<file path="config.mk">
export PLATFORM = sky130hd
export DESIGN_NAME = counter_updown_param
export DESIGN_NICKNAME = d
export VERILOG_FILES = /design/src/rtl/counter_updown_param.sv
export SDC_FILE = /design/constraint.sdc
export NUM_CORES = 1
export LEC_CHECK = 0
export CAP_MARGIN = 20
export CELL_PAD_IN_SITES_DETAIL_PLACEMENT = 0
export CELL_PAD_IN_SITES_GLOBAL_PLACEMENT = 2
export CORE_MARGIN = 3
export CORE_UTILIZATION = 33
export DETAILED_ROUTE_END_ITERATION = 8
export PLACE_DENSITY = 0.81
export SYNTH_ARGS = -nofsm -noshare
export SYNTH_HDL_FRONTEND = slang
export SYNTH_SLANG_ARGS = --single-unit
</file>
<file path="constraint.sdc">
create_clock -name clk -period 3.4 [get_ports clk]
set_input_delay 0.51 -clock clk [delete_from_list [all_inputs] [get_ports clk]]
set_output_delay 0.51 -clock clk [all_outputs]
set_load 0.005 [all_outputs]
</file>
<file path="src/rtl/counter_updown_param.sv">
// Parametrised up/down/bounce/hold counter with programmable limit, load and enable.
// Bounds either wrap (with a registered wrap pulse) or saturate, selected by SATURATE.
module counter_updown_param #(
  parameter int unsigned WIDTH    = 10,
  parameter bit          SATURATE = 1'b0
) (
  input  logic             clk,
  input  logic             rst,
  input  logic             en,
  input  logic [1:0]       mode,
  input  logic             load,
  input  logic [WIDTH-1:0] load_val,
  input  logic [WIDTH-1:0] limit,
  output logic [WIDTH-1:0] cnt,
  output logic             dir,
  output logic             wrap,
  output logic             at_max,
  output logic             at_min
);

  localparam int unsigned W = WIDTH;

  typedef enum logic [1:0] {
    MODE_UP     = 2'b00,
    MODE_DOWN   = 2'b01,
    MODE_BOUNCE = 2'b10,
    MODE_HOLD   = 2'b11
  } mode_e;

  logic [W-1:0] cnt_nxt;
  logic         dir_nxt;
  logic         wrap_nxt;
  logic [W-1:0] cnt_inc;
  logic [W-1:0] cnt_dec;
  logic [W-1:0] lim_m1;
  logic         lim_zero;
  logic         cnt_zero;
  mode_e        mode_q;

  assign mode_q   = mode_e'(mode);
  assign cnt_inc  = cnt + W'(1);
  assign cnt_dec  = cnt - W'(1);
  assign lim_m1   = limit - W'(1);
  assign lim_zero = (limit == '0);
  assign cnt_zero = (cnt == '0);

  // Next-state: load beats enable; wrap is a one-edge pulse unless re-armed.
  always_comb begin
    cnt_nxt  = cnt;
    dir_nxt  = dir;
    wrap_nxt = 1'b0;
    if (load) begin
      cnt_nxt = (load_val > limit) ? limit : load_val;
    end else if (en) begin
      case (mode_q)
        MODE_UP: begin
          dir_nxt = 1'b1;
          if (cnt < limit) begin
            cnt_nxt = cnt_inc;
          end else if (SATURATE) begin
            cnt_nxt = limit;
          end else begin
            cnt_nxt  = '0;
            wrap_nxt = 1'b1;
          end
        end
        MODE_DOWN: begin
          dir_nxt = 1'b0;
          if (cnt > limit) begin
            cnt_nxt = limit;
          end else if (!cnt_zero) begin
            cnt_nxt = cnt_dec;
          end else if (!SATURATE) begin
            cnt_nxt  = limit;
            wrap_nxt = 1'b1;
          end
        end
        MODE_BOUNCE: begin
          // Reversal takes the first step in the new direction on the same edge;
          // a zero limit pins cnt at 0 and just flips dir.
          if (dir) begin
            if (cnt < limit) begin
              cnt_nxt = cnt_inc;
            end else begin
              dir_nxt  = 1'b0;
              wrap_nxt = 1'b1;
              cnt_nxt  = lim_zero ? '0 : lim_m1;
            end
          end else begin
            if (cnt > limit) begin
              cnt_nxt = limit;
            end else if (!cnt_zero) begin
              cnt_nxt = cnt_dec;
            end else begin
              dir_nxt  = 1'b1;
              wrap_nxt = 1'b1;
              cnt_nxt  = lim_zero ? '0 : W'(1);
            end
          end
        end
        default: begin
          cnt_nxt = cnt;
          dir_nxt = dir;
        end
      endcase
    end
  end

  always_ff @(posedge clk or negedge rst) begin
    if (!rst) begin
      cnt  <= '0;
      dir  <= 1'b1;
      wrap <= 1'b0;
    end else begin
      cnt  <= cnt_nxt;
      dir  <= dir_nxt;
      wrap <= wrap_nxt;
    end
  end

  // Bound flags follow cnt and limit without a register stage.
  assign at_max = (cnt >= limit);
  assign at_min = cnt_zero;

endmodule

</file>
==> flow_metrics.py <==
metrics = {
    "sta": {
        "min_period_over_period_pct": 93.5,
        "fin_ws_ps": 221,
        "relSlewSlack_pct": 46.8,
        "hold_viol_final": 0,
        "setup_viol_count_final": 0,
        "fmax_mhz": 315,
        "slew_viol_final": 0,
        "fin_skew_ps": 6.80,
        "rsz0062_at_grt": "no",
        "tightestPinTransition_ps": 795,
        "fin_crit_ps": 3180,
        "finalSetupTns_ps": 0,
    },
    "setup_path": {
        "arrival_ps": 3350,
        "rr_startpoint": "cnt[1]",
        "critPathCaptureType": "flop",
        "start_kind": "input pin",
        "cp_slowest_cell": "a21oi_2",
        "cp_data_required_time_ps": 3570,
        "cp_cell_sequence": "clkdlybuf4s50_1 -> inv_1 -> ha_1 -> a21oi_1 -> o21a_1 -> nand3_2 -> a21oi_2 -> a221oi_1 -> o311a_1 -> o31ai_1",
        "critical_path_class": "in2reg",
        "crit_fanout": 9,
        "startpoint": "limit[9]",
        "critPathMaxStageDelay_ps": 490,
    },
    "yosys": {
        "avgSynthCellArea_sq_um": 8.03,
        "ys_types": 72,
        "yosysSeqAreaShare_pct": 11.0,
        "netlist_instances": 340,
        "synth.most_common_cell": "nand2_1",
        "synth.area.top_cells": "ha_1 12%, dfrtp_1 10%, mux2i_1 4.8%, xnor2_1 4.2%, a21oi_1 3.8%",
        "synth_edf_count": 0,
        "async_flop_share_pct": 100,
        "synth_seq_cells": 12,
        "synthTopCellsByCount": "28 x nand2_1, 27 x ha_1, 24 x nor2_1",
        "syn_nets": 393,
        "synth_area_sq_um": 2730,
        "yosysWarnings": 0,
        "synth_top_area_cell": "ha_1",
        "yosysTopAreaCellShare_pct": 12.4,
        "synth_ff_type": "dfrtp_1",
    },
    "route": {
        "wirelength_mm": 10.0,
        "ant_nets": 0,
        "via_per_inst": 5.91,
        "dr.pass1.iters": 5,
        "post_drt_wl_per_cell_um": 20.1,
        "first_iter_violations": 242,
        "drc": 0,
        "vias": 2945,
    },
    "pwr": {
        "peakVddDrop_v": 0.000220,
        "p_per_area_nw_per_um2": 386,
        "p_leak_nw": 1.39,
        "fin_total_pwr_mw": 1.30,
    },
    "grt": {
        "grt_use_total_pct": 21.0,
        "grt_start_max_net_pins": 22,
        "grt_pass1_vias": 2859,
        "grt_overflow": 0,
        "grt_pass1_wl_mm": 15.9,
        "antenna_found_initial": 0,
    },
    "die": {
        "core-area_sq_um": 7890,
        "rows": 32,
        "die_w_um": 97.0,
        "ioPinCount": 40,
        "start_util_pct": 34.6,
        "die-area_sq_um": 9400,
        "dieHeight_um": 97.0,
    },
    "clock_tree": {
        "ctsResizeCount": 0,
        "cts_hold_buf": 0,
        "cts_buffer_depth": 2,
        "cts-buffers-inserted": 3,
        "clkSinkCount": 12,
        "tritoncts": "done",
        "h-tree-depth": 1,
        "post_cts.repair.setup_buffers": 0,
        "cts_root_buf": "clkbuf_8",
        "worst_skew_pair.late_latency_ps": 260,
        "clk_pin_slew_ps": 60,
    },
    "layout": {
        "diodes": 0,
        "final_cells": 498,
        "drive_above_1_share_pct": 17.7,
        "area_growth_pct": 23.4,
        "nNetsFinal": 450,
        "stdcell_area_sq_um": 3370,
    },
    "job": {
        "max_cap_violations": 0,
    },
    "placed_design": {
        "place_ws_ps": 11.6,
        "io_buffers": 39,
        "dpl.hpwl_mm": 7.80,
        "placedInstanceArea_sq_um": 3320,
        "gp_congestion": 0.856,
        "place_inst": 494,
    },
    "min_path": {
        "hp-class": "in2async",
    },
    "status": {
        "status": "finished, final reports clean",
    },
}
## cells by family (layout without fill, tap and decap cells)
group           after synthesis  after routing  share of synthesized area [%]
compound gates              108            108                           29.5
simple gates                108            108                           23.0
buf+inv                      46            102                           10.2
fa+ha+maj                    27             27                           12.4
mux                          20             20                           7.79
xor+xnor                     19             19                           6.10
flops                        12             12                           11.0
## cell usage in the layout, fill, tap and decap left out, types with 5 or more instances in the layout
cell / count
a211oi_1: 8
a21oi_1: 21
mux2_2: 5
buf_4: 35
o221ai_1: 9
nand4_1: 7
nand3_1: 9
dfrtp_1: 11
nor2_1: 24
o31ai_1: 6
nand2_1: 28
clkdlybuf4s50_1: 39
ha_1: 27
inv_1: 22
nor3_1: 14
o211ai_1: 5
xnor2_1: 13
mux2i_1: 13
xor2_1: 6
o21ai_0: 17
## flip-flops by register name, indices dropped and copies added (netlist names)
| register | flops |
|---|---|
| cnt | 10 |
| wrap | 1 |
| dir | 1 |
## critical path: cells and delay by family
kind / cells / cell delay, ps
AOI/OAI and AO/OA: 6 / 1820
buffers and inverters: 2 / 540
and+or+nand+nor: 1 / 130
adders and majority gates: 1 / 340
## layout make-up
type / instances / area (sq um)
Inverter: 24 / 90.1
Clock buffer: 4 / 45.0
Sequential cell: 12 / 302
Fill cell: 846 / 4520
Tap cell: 102 / 128
Multi-Input combinational cell: 282 / 2150
Timing Repair Buffer: 74 / 653
## worst paths after layout
kind | slack (ps) | end | cells past startpoint
min in group clk | 800 | cnt[9] | 3
max reg2reg | 500 | cnt[4] | 8
max | 220 | cnt[4] | 10
max in group asynchronous | 2180 | cnt[8] | 1
min reg2reg | 800 | cnt[9] | 3
min | 710 | cnt[3] | 1
## per-layer routing
metal | up-vias | routed length [um] | GRT usage [%]
li1 | 1410 | - | -
met1 | 1404 | 4530 | 29.3
met2 | 121 | 4750 | 35.1
met3 | 10 | 569 | 2.81
met4 | 0 | 148 | 3.35
met5 | - | 0 | 0
## report_power, final
group / switching, mW / total, mW / internal (mW)
Combinational: 0.535 / 0.942 / 0.407
Sequential: 0.0398 / 0.210 / 0.170
Clock: 0.0664 / 0.150 / 0.0832
Total: 0.641 / 1.30 / 0.660
## through the flow
| step | hold slack, ps | util, % |
|---|---|---|
| finish | 709 | 42.7 |
| CTS | 702 | 42.7 |
| global placement | 786 | 42.1 |
| floorplan | 214 | - |
| global route | 736 | 42.7 |
| detailed placement | 796 | 42.1 |
Note: power is estimated with default switching activity, not from simulation.
